File: src/rtl/morse_key_timer.sv
// morse_key_timer: debounced single-key Morse front end producing dot/dash/decode/clear strobes
module morse_key_timer #(
    parameter int TICK_DIV    = 100000,
    parameter int DEB_MS      = 20,
    parameter int DASH_MS     = 300,
    parameter int GAP_MS      = 700,
    parameter int HOLD_CLR_MS = 2000
) (
    input  logic       clk,
    input  logic       rst,
    input  logic       key_raw,
    output logic       short_n,
    output logic       long_n,
    output logic       decode,
    output logic       clear_all,
    output logic [2:0] sym_cnt,
    output logic       key_led
);
    localparam int PW = TICK_DIV > 1 ? $clog2(TICK_DIV) : 1;
    localparam int DW = $clog2(DEB_MS + 1);
    localparam int W  = $clog2(HOLD_CLR_MS + 1);

    typedef enum logic [1:0] {IDLE, PRESS, GAP, HELD} state_t;

    logic [PW-1:0] pre_q, pre_d;
    logic [1:0]    sync_q;
    logic [DW-1:0] deb_q, deb_d;
    logic          db_q, db_d, db_prev_q;
    logic          tick, key_s, deb_hit, rise, fall;
    state_t        state_q, state_d;
    logic [W-1:0]  dur_q, dur_d, gap_q, gap_d;
    logic [2:0]    sym_q, sym_d;
    logic          dot_q, dot_d, dash_q, dash_d, dec_q, dec_d, clr_q, clr_d;

    function automatic logic [W-1:0] sat(input logic [W-1:0] v);
        return v == W'(HOLD_CLR_MS) ? v : v + 1'b1;
    endfunction

    assign tick    = pre_q == PW'(TICK_DIV - 1);
    assign pre_d   = tick ? '0 : pre_q + 1'b1;
    assign key_s   = sync_q[1];
    assign deb_hit = key_s != db_q && tick && deb_q == DW'(DEB_MS - 1);
    assign deb_d   = (key_s == db_q || deb_hit) ? '0 : deb_q + DW'(tick);
    assign db_d    = db_q ^ deb_hit;
    assign rise    = db_q & ~db_prev_q;
    assign fall    = ~db_q & db_prev_q;

    always_comb begin
        state_d = state_q;
        dur_d   = dur_q;
        gap_d   = gap_q;
        sym_d   = sym_q;
        dot_d   = 1'b0;
        dash_d  = 1'b0;
        dec_d   = 1'b0;
        clr_d   = 1'b0;
        // A full letter is flushed the cycle after its fifth symbol strobe
        if (sym_q == 3'd5) begin
            dec_d = 1'b1;
            sym_d = '0;
        end
        case (state_q)
            IDLE: if (rise) begin
                state_d = PRESS;
                dur_d   = '0;
            end
            PRESS: if (tick && dur_q == W'(HOLD_CLR_MS - 1)) begin
                clr_d   = 1'b1;
                sym_d   = '0;
                state_d = HELD;
            end else if (fall) begin
                dot_d   = dur_q < W'(DASH_MS);
                dash_d  = dur_q >= W'(DASH_MS);
                sym_d   = sym_q + 3'd1;
                state_d = sym_q == 3'd4 ? IDLE : GAP;
                gap_d   = '0;
            end else if (tick) begin
                dur_d = sat(dur_q);
            end
            GAP: if (rise) begin
                state_d = PRESS;
                dur_d   = '0;
            end else if (tick && gap_q == W'(GAP_MS - 1)) begin
                dec_d   = sym_q != 3'd0;
                sym_d   = '0;
                state_d = IDLE;
            end else if (tick) begin
                gap_d = sat(gap_q);
            end
            default: if (fall) state_d = IDLE;
        endcase
    end

    always_ff @(posedge clk or negedge rst) begin
        if (!rst) begin
            pre_q     <= '0;
            sync_q    <= '0;
            deb_q     <= '0;
            db_q      <= 1'b0;
            db_prev_q <= 1'b0;
            state_q   <= IDLE;
            dur_q     <= '0;
            gap_q     <= '0;
            sym_q     <= '0;
            dot_q     <= 1'b0;
            dash_q    <= 1'b0;
            dec_q     <= 1'b0;
            clr_q     <= 1'b0;
        end else begin
            pre_q     <= pre_d;
            sync_q    <= {sync_q[0], key_raw};
            deb_q     <= deb_d;
            db_q      <= db_d;
            db_prev_q <= db_q;
            state_q   <= state_d;
            dur_q     <= dur_d;
            gap_q     <= gap_d;
            sym_q     <= sym_d;
            dot_q     <= dot_d;
            dash_q    <= dash_d;
            dec_q     <= dec_d;
            clr_q     <= clr_d;
        end
    end

    assign short_n   = ~dot_q;
    assign long_n    = ~dash_q;
    assign decode    = dec_q;
    assign clear_all = clr_q;
    assign sym_cnt   = sym_q;
    assign key_led   = db_q;
endmodule

File: config.mk
export PLATFORM = sky130hd
export DESIGN_NAME = morse_key_timer
export DESIGN_NICKNAME = d
export VERILOG_FILES = /design/src/rtl/morse_key_timer.sv
export SDC_FILE = /design/constraint.sdc
export NUM_CORES = 1
export LEC_CHECK = 0
export BUFFER_PORTS_ARGS = -buffer_cell sky130_fd_sc_hd__buf_2
export CAP_MARGIN = 40
export CORE_UTILIZATION = 40
export DETAILED_ROUTE_END_ITERATION = 8
export SYNTH_ARGS = -nofsm -noshare
export SYNTH_HDL_FRONTEND = slang
export SYNTH_SLANG_ARGS = --single-unit
File: constraint.sdc
create_clock -name clk -period 5.4 [get_ports clk]
set_input_delay 0.27 -clock clk [delete_from_list [all_inputs] [get_ports clk]]
set_output_delay 0.27 -clock clk [all_outputs]
set_load 0.02 [all_outputs]
Word-level counts from Yosys, hierarchy flattened:

Cells that the tools add are included.

* logic and storage cells: 107
* input bits: 3
* register bits: 57

* magnitude comparators: 2
* reduce and logical (&&, ||, !) cells: 14
* equality and inequality tests: 25
* $add $sub $neg: 5
* multiplexer cells: 41
* bitwise gates (word level): 7

Operators with widths (count)
* two-way mux 11 bit: 11
* case mux 11 bit (2 select lines): 2
* equality test 11 bit, second input constant: 3
* adder 11 x 1 -> 11 bit, second input constant: 2
* != test 2 bit, second input constant: 10
* adder 17 x 1 -> 17 bit, second input constant: 1
* equality test 17 bit, second input constant: 1
* two-way mux 17 bit: 1
* two-way mux 3 bit: 5
* two-way mux 2 bit: 7
* two-way mux 1 bit: 12
* equality test 11 x 10 -> 1 bit, second input constant: 1
* greater-or-equal comparator 11 x 9 -> 1 bit, second input constant: 1
* < comparator 11 x 9 -> 1 bit, second input constant: 1
* AND reduction 7 bit: 1
* equality test 3 bit, second input constant: 2
* != test 3 bit, second input constant: 2
* case mux 2 bit (3 select lines): 1
* case mux 3 bit (2 select lines): 1
* AND reduction 6 bit: 1
* adder 5 x 1 -> 5 bit: 1
* equality test 5 bit, second input constant: 1
* two-way mux 5 bit: 1
* logical AND 1 bit: 4
* other kinds (16): 21

Depth between registers and ports, before layout:

Gate-level depths: netlist (run 1).

* depth in word-level cells: 6
* mapped depth: 10
* mapped depth without buffers: 9

Worst setup path before layout (run 1):

OpenSTA, ideal clock, no wires.

* kind: reg-to-reg
* from: register state_q[0]
* to: register state_q[0]
* clock period less this slack: 2187 ps
* stages on the path, launching flop included: 8
* slack: 3213 ps
* library setup time: 125 ps
* arrival time: 2062 ps
* path buffers: 1
* data required time: 5275 ps
* path through: dfrtp_1 ha_1 clkbuf_1 or3b_2 a22oi_1 o22ai_1 a211oi_2 mux2_2

* word-level cells in the longest chain between the ends: 3
* elaborated cells between the ends (all ways): 9
* classes of those cells: eq/ne (5); mux (1); reduce/logical (3)

Ends and longest elaborated chain
* start, declared: RTL line 30 `state_t state_q, state_d;`
* start signal, assigned: RTL line 115 `state_q <= state_d;`
* equality test 2 x 1 -> 1 bit, or another cell as far along: RTL line 62 `case (state_q)`
* != test 3 bit (no line), or another cell as far along
* AND reduction 4 bit (no line)

Several ways; a longest one is shown, not always the timed one.
A chain may end at the register's enable or synchronous reset.

Worst setup path in the final report (run 1):

* from: register state_q[0]
* to: register gap_q[5]

* word-level cells in the longest chain between the ends: 3
* elaborated cells between the ends (all ways): 11
* classes of those cells: eq/ne (8); mux (1); reduce/logical (2)

Ends and longest elaborated chain
* equality test 2 bit or equality test 2 x 1 -> 1 bit (tied branches): RTL line 62
* != test 2 bit (no line) or nonzero test 2 bit (tied branches)
* AND reduction 7 bit (no line)
* end signal, assigned: RTL line 117 `gap_q <= gap_d;`
* end, declared: RTL line 31 `logic [W-1:0] dur_q, dur_d, gap_q, gap_d;`

Several ways; a longest one is shown, not always the timed one.

==> results of run 1 <==
## placed cells by master, fill, tap and decap left out, drive strengths merged, types with 4 or more instances in the layout
| cell | Yosys | final |
|---|---|---|
| a21oi | 12 | 12 |
| a31oi | 7 | 7 |
| and2 | 4 | 4 |
| and3 | 8 | 8 |
| buf | 3 | 12 |
| clkbuf | 5 | 12 |
| dfrtp | 57 | 57 |
| ha | 14 | 14 |
| inv | 21 | 21 |
| nand2 | 29 | 29 |
| nand2b | 6 | 6 |
| nand3 | 25 | 25 |
| nand4 | 13 | 13 |
| nor2 | 27 | 27 |
| nor3 | 7 | 7 |
| nor4 | 4 | 4 |
| nor4b | 4 | 4 |
| o2111ai | 7 | 7 |
| o211ai | 6 | 6 |
| o21ai | 12 | 12 |
| or3 | 4 | 4 |
| xnor2 | 10 | 10 |
| xor2 | 8 | 8 |
## flip-flops by register name (all words and copies together) (netlist names), 2 cells and up
name,count
sync_q,2
deb_q,5
gap_q,11
state_q,2
dur_q,11
pre_q,17
sym_cnt,3
## power groups by stage
stage	Combinational (uW)	Sequential (uW)	Clock (uW)
floorplan	0.943	436	0
global placement	11.1	436	0
detailed placement	11.2	436	0
CTS	11.2	428	433
global route	12.6	428	452
finish	10.0	428	419
## per-stage QoR
stage | instance area, um^2 | setup slack (ns) | util | instances | total power [uW]
floorplan | 3340 | 3.21 | - | 346 | 437
global placement | 3490 | 2.29 | 0.443 | 452 | 447
detailed placement | 3490 | 2.21 | 0.443 | 452 | 447
CTS | 3700 | 2.18 | 0.469 | 468 | 872
global route | 3700 | 1.91 | 0.469 | 468 | 893
finish | 3700 | 2.09 | 0.469 | 468 | 857
## area by class of cell
type / instances / area [um^2] / share of cell area
clock buffer: 12 / 155 / 0.0419
multi-input combinational: 259 / 1790 / 0.484
tap: 102 / 128 / 0.0345
clock inverter: 4 / 51.3 / 0.0139
timing repair buffer: 12 / 65.1 / 0.0176
inverter: 22 / 82.6 / 0.0223
sequential: 57 / 1430 / 0.385
## routing by layer
layer	track usage	up-vias	routed length (um)
li1	-	1316	-
met1	0.249	1351	3450
met2	0.276	41	3250
met3	0.0415	7	268
met4	0.0692	0	77
met5	0	-	0
## worst max-delay path by stage
stage,from,endpoint,slack [ns],depth (start not counted)
4_1_cts,state_q[0],gap_q[5],2.18,7
3_5_place_dp,state_q[0],gap_q[5],2.21,7
5_1_grt,state_q[0],gap_q[5],1.91,7
6_report,state_q[0],gap_q[5],2.09,7
2_1_floorplan,state_q[0],state_q[0],3.21,7
3_3_place_gp,state_q[0],gap_q[5],2.29,7
## kinds of logic (layout without fill, tap and decap cells)
logic type	Yosys count	count (layout)	share of synthesized area
xor+xnor	18	18	0.0473
compound gates	69	69	0.150
fa+ha+maj	15	15	0.0555
mux	6	6	0.0191
flops	57	57	0.428
buf+inv	30	50	0.0349
simple gates	151	151	0.265
## worst reg2reg max path, stage by stage (launching register included)
cell and delay [ns]:
dfrtp_1 0.43, inv_1 0.10, ha_1 0.68, clkinv_1 0.49, nor2_1 0.56, nand2_1 0.36
a2111oi_0 0.48, a211o_1 0.15
==> impl_results.md, run 1 <==
* Cell accounting for the most synthesized area: dfrtp_1
* Total core area at 0.00789 mm^2
* Synth warn at 0
* CTS tree: built
* Fin crit share at 0.613
* Reg-to-reg endpoint: gap_q[5]
* Initial Utilization at 0.423
* Fraction of registers with async set/reset at 1.00
* Final Hold Vio Count at 0
* Die Span Y at 93.3 um
* Routed Antenna Nets at 0
* Post-Synthesis Cells at 346
* Switching power at 190 uW
* Synthesized area per cell at 9.64 um^2
* Largest net degree at the start of global routing at 58
* Routed len/inst at 15.1 um
* CP Capture Type: flip-flop
* Worst Hold Slack at 0.0393 ns
* Clock Latency Late Sink at 0.34 ns
* Pleak at 0.00156 uW
* RSZ-0062 raised after global routing: no
* FF+latch count, synth at 57
* CP Launch Type: flip-flop
* Slowest-stage cell, CP: ha_1
* Worst EP required at 5.68 ns
* Die Width at 93.3 um
* Initial antenna violation count at 0
* Number of diodes at 0
* Routed vias/inst at 5.80
* Slew HR at 0.394
* Final #Nets at 378
* Longest Clk Path Bufs at 2
* Worst vdd ir at 0.000115 V
* Vias in the first global route at 2,554
* Drt initial violations at 108
* # H-tree levels at 3
* Gpl congestion at 0.870
* Synth cell types at 66
* Cts hold-fix bufs at 0
* Synth-to-Final Area Change at 11.0%
* Fillers at 756
* Hold Path Origin: key_raw
* GR Overflow Total at 0
* Rows at 32
* Worst EP arrival at 3.59 ns
* Clock power share at 0.489
* Worst-Margin Slew at 0.906 ns
* Ports at 11
* Setup TNS at 0 ns
* CP Cell Sequence: inv_1 > ha_1 > clkinv_1 > nor2_1 > nand2_1 > a2111oi_0 > a211o_1
* Worst path bufs/invs at 2
* Sw Ratio at 0.221
* Most area-consuming cells after synthesis: dfrtp_1, ha_1, nand3_1
* Family with the most delay on the worst path: simple AND/OR/NAND/NOR gates
* Crit Path Max Fanout at 22
* Class of the most critical hold timing path: primary input to flip-flop
* Port bufs at 10
* WHS Endpoint: sync_q[0]
* Sequential fraction of the synthesis area at 0.428
* 1st-pass router iterations at 4
* Die area at 0.00871 mm^2
* Clock Sinks at 57
* PwrDens at 232 mW/mm^2
* Pint at 668 uW
* Gate power share at 0.012
* Worst Setup Path Type: flip-flop to flip-flop
* Min Tclk post-route at 3.31 ns
* Sequential fraction of design power at 0.499
* Max incr delay on CP at 0.68 ns
* Worst reg-to-reg setup slack at 2.09 ns
* # Max-Cap Violations at 0
* Final setup violation count at 0
* Layout Skew at 0.00615 ns
* Dominant synthesized flop cell: dfrtp_1
* Dpl hpwl at 4760 um
* First-pass GRT wire length at 12,300 um
* Root buffer cell: clkbuf_8
* Worst r2r src: state_q[0]
* Synth top cells by count: dfrtp_1, nand2_1, nor2_1, nand3_1, inv_1
* Post-synth EDFFs at 0
* CTS buffer count at 9
* Clock edge transition at the registers on the reported setup and hold paths at 0.07 ns
* Most common cell in the netlist: dfrtp_1
* Via count at 2,715
* Reg2Reg Depth at 7
* Synth Cell Area at 0.00334 mm^2
* PostCTS Resize Cnt at 0
* Remaining DRCs at 0
* Final wirelength at 7050 um
* Setup Fix Bufs, Post-CTS at 0
* Hold path depth at 1
* Total track usage at 0.181
* Post-Syn Nets at 363
* Fmax at 302 MHz
* Share of layout cells above drive strength 1 at 0.126
* Status: finished clean
* Slew Viols, Final at 0
* Yosys top cell area share at 0.428
No activity file was read; power rests on OpenSTA's default activity.
==> run 2, diff against run 1 <==
Clock period 5.4 ns to 3.1 ns, I/O delays scaled along.
==> impl_results.md, run 2 (synthesized netlist as in run 1, its figures left out) <==
* Slew Viols, Final at 0 (unchanged)
* Overall Power at 1490 uW (+74%)
* Pleak at 0.00160 uW (+2.9%)
* Vias in the first global route at 2,624 (+2.7%)
* Sequential fraction of design power at 0.501 (+0.002)
* First-pass GRT wire length at 13,000 um (+5.7%)
* Crit Path Max Fanout at 19 (-14%)
* Gpl congestion at 0.854 (-1.8%)
* Family with the most delay on the worst path: simple AND/OR/NAND/NOR gates
* Worst EP required at 3.32 ns (-2.36 ns)
* # H-tree levels at 3 (unchanged)
* CP Launch Type: flip-flop
* Switching power at 342 uW (+80%)
* Final #Nets at 387 (+2.4%)
* Worst path bufs/invs at 1 (-1)
* Initial Utilization at 0.423 (unchanged)
* Die area at 0.00871 mm^2 (unchanged)
* Class of the most critical hold timing path: primary input to async pin
* Final setup violation count at 0 (unchanged)
* Layout Skew at 0.0113 ns (+0.00518 ns)
* Min Tclk post-route at 2.50 ns (-0.806 ns)
* Max reg flops at 17 (unchanged)
* Synth-to-Final Area Change at 13.7%
* Biggest register: pre_q
* Setup WS pre-CTS at 0.610 ns (-1.60 ns)
* Share of layout cells above drive strength 1 at 0.144 (+0.0183)
* Root buffer cell: clkbuf_8
* Number of diodes at 0 (unchanged)
* Die Width at 93.3 um (unchanged)
* Sw Ratio at 0.230 (+0.00851)
* Total core area at 0.00789 mm^2 (unchanged)
* Worst Hold Slack at 0.292 ns (+0.253 ns)
* Clock Latency Late Sink at 0.35 ns (about the same)
* Routed Antenna Nets at 0 (unchanged)
* Routed vias/inst at 5.61 (-3.3%)
* Worst EP arrival at 2.73 ns (-0.86 ns)
* Clock Sinks at 57 (unchanged)
* 1st-pass router iterations at 4 (unchanged)
* Biggest regs: pre_q (17), dur_q (11), gap_q (11)
* Slowest-stage cell, CP: inv_2
* Reg2Reg Depth at 7 (unchanged)
* Final Hold Vio Count at 0 (unchanged)
* Initial antenna violation count at 0 (unchanged)
* Final wirelength at 7420 um (+5.3%)
* CTS tree: built
* Cts hold-fix bufs at 2 (+2)
* PnR worst setup slack at 0.596 ns (-1.49 ns)
* Die Span Y at 93.3 um (unchanged)
* PwrDens at 392 mW/mm^2 (+69%)
* Crit path depth at 7 (unchanged)
* Total track usage at 0.193 (+0.0118)
* Remaining DRCs at 0 (unchanged)
* GR Overflow Total at 0 (unchanged)
* Status: finished clean
* Fmax at 399 MHz (+32%)
* Most common cell after layout, fill and taps aside: dfrtp_1
* Slew HR at 0.672 (+0.277)
* # Max-Cap Violations at 0 (unchanged)
* Leading cell types in the layout, fill and taps excluded: dfrtp_1, nand2_1, nor2_1
* Drt initial violations at 161 (+49%)
* Clock edge transition at the registers on the reported setup and hold paths at 0.07 ns (about the same)
* Via count at 2,675 (-1.5%)
* Routed len/inst at 15.6 um (+3.3%)
* CP Capture Type: flip-flop
* Fin crit share at 0.808 (+0.195)
* Setup TNS at 0 ns (unchanged)
* Port bufs at 10 (unchanged)
* RSZ-0062 raised after global routing: no
* CTS buffer count at 9 (unchanged)
* Ports at 11 (unchanged)
* Dpl hpwl at 5170 um (+8.6%)
* Setup Fix Bufs, Post-CTS at 0 (unchanged)
* Rows at 32 (unchanged)
* Worst vdd ir at 0.000187 V (+64%)
* Worst-Margin Slew at 0.480 ns (-0.426 ns)
* PostCTS Resize Cnt at 0 (unchanged)
* Worst Setup Path Type: flip-flop to flip-flop
* Gate power share at 0.016 (+0.004)
* Clock power share at 0.483 (-0.006)
* Pint at 1150 uW (+72%)
* Post-layout util at 0.481 (+0.0114)
* Max incr delay on CP at 0.40 ns (-0.28 ns)
* CP Cell Sequence: ha_1 > and4_1 > nand4_4 > inv_2 > o22ai_1 > a211oi_2 > mux2_2
* Longest Clk Path Bufs at 2 (unchanged)
* Largest net degree at the start of global routing at 22 (-62%)
==> run 2: power groups by stage <==
stage	Sequential, uW	Combinational, uW	Clock, uW
floorplan	760	1.64	0
global placement	760	19.6	0
detailed placement	760	24.2	0
CTS	745	26.0	735
global route	745	28.7	773
finish	745	24.3	718
==> run 2: worst reg2reg max path, stage by stage, from the launching register on <==
cell,delay [ns]
dfrtp_1,0.38
ha_1,0.23
and4_1,0.29
nand4_4,0.24
inv_2,0.40
o22ai_1,0.15
a211oi_2,0.31
mux2_2,0.38
==> run 2: layout make-up <==
cell class	instances	area, um^2
Tap cell	102	128
Timing Repair Buffer	21	158
Multi-Input combinational cell	259	1790
Clock inverter	6	66.3
Inverter	22	82.6
Fill cell	728	4100
Sequential cell	57	1430
Clock buffer	10	138
==> run 2: worst paths after layout <==
path                       slack (ns)    endpoint  startpoint
max                              0.60  state_q[1]    pre_q[0]
min                              0.29    dur_q[4]         rst
max reg2reg                      0.60  state_q[1]    pre_q[0]
min reg2reg                      0.35   sync_q[1]   sync_q[0]
max in group asynchronous        2.02    gap_q[6]         rst
min in group clk                 0.35   sync_q[1]   sync_q[0]
==> run 2: per-layer routing <==
metal	GRT usage	vias up	wire length [um]	share of wire
met4	0.0731	0	89	0.012
li1	-	1334	-	-
met5	0	-	0	0
met3	0.0447	9	243	0.033
met1	0.267	1290	3690	0.50
met2	0.292	42	3400	0.46
==> run 2: metrics by stage <==
step,std cells,area (um^2)
floorplan,346,3340
global placement,458,3540
detailed placement,459,3570
CTS,477,3790
global route,477,3790
finish,477,3790
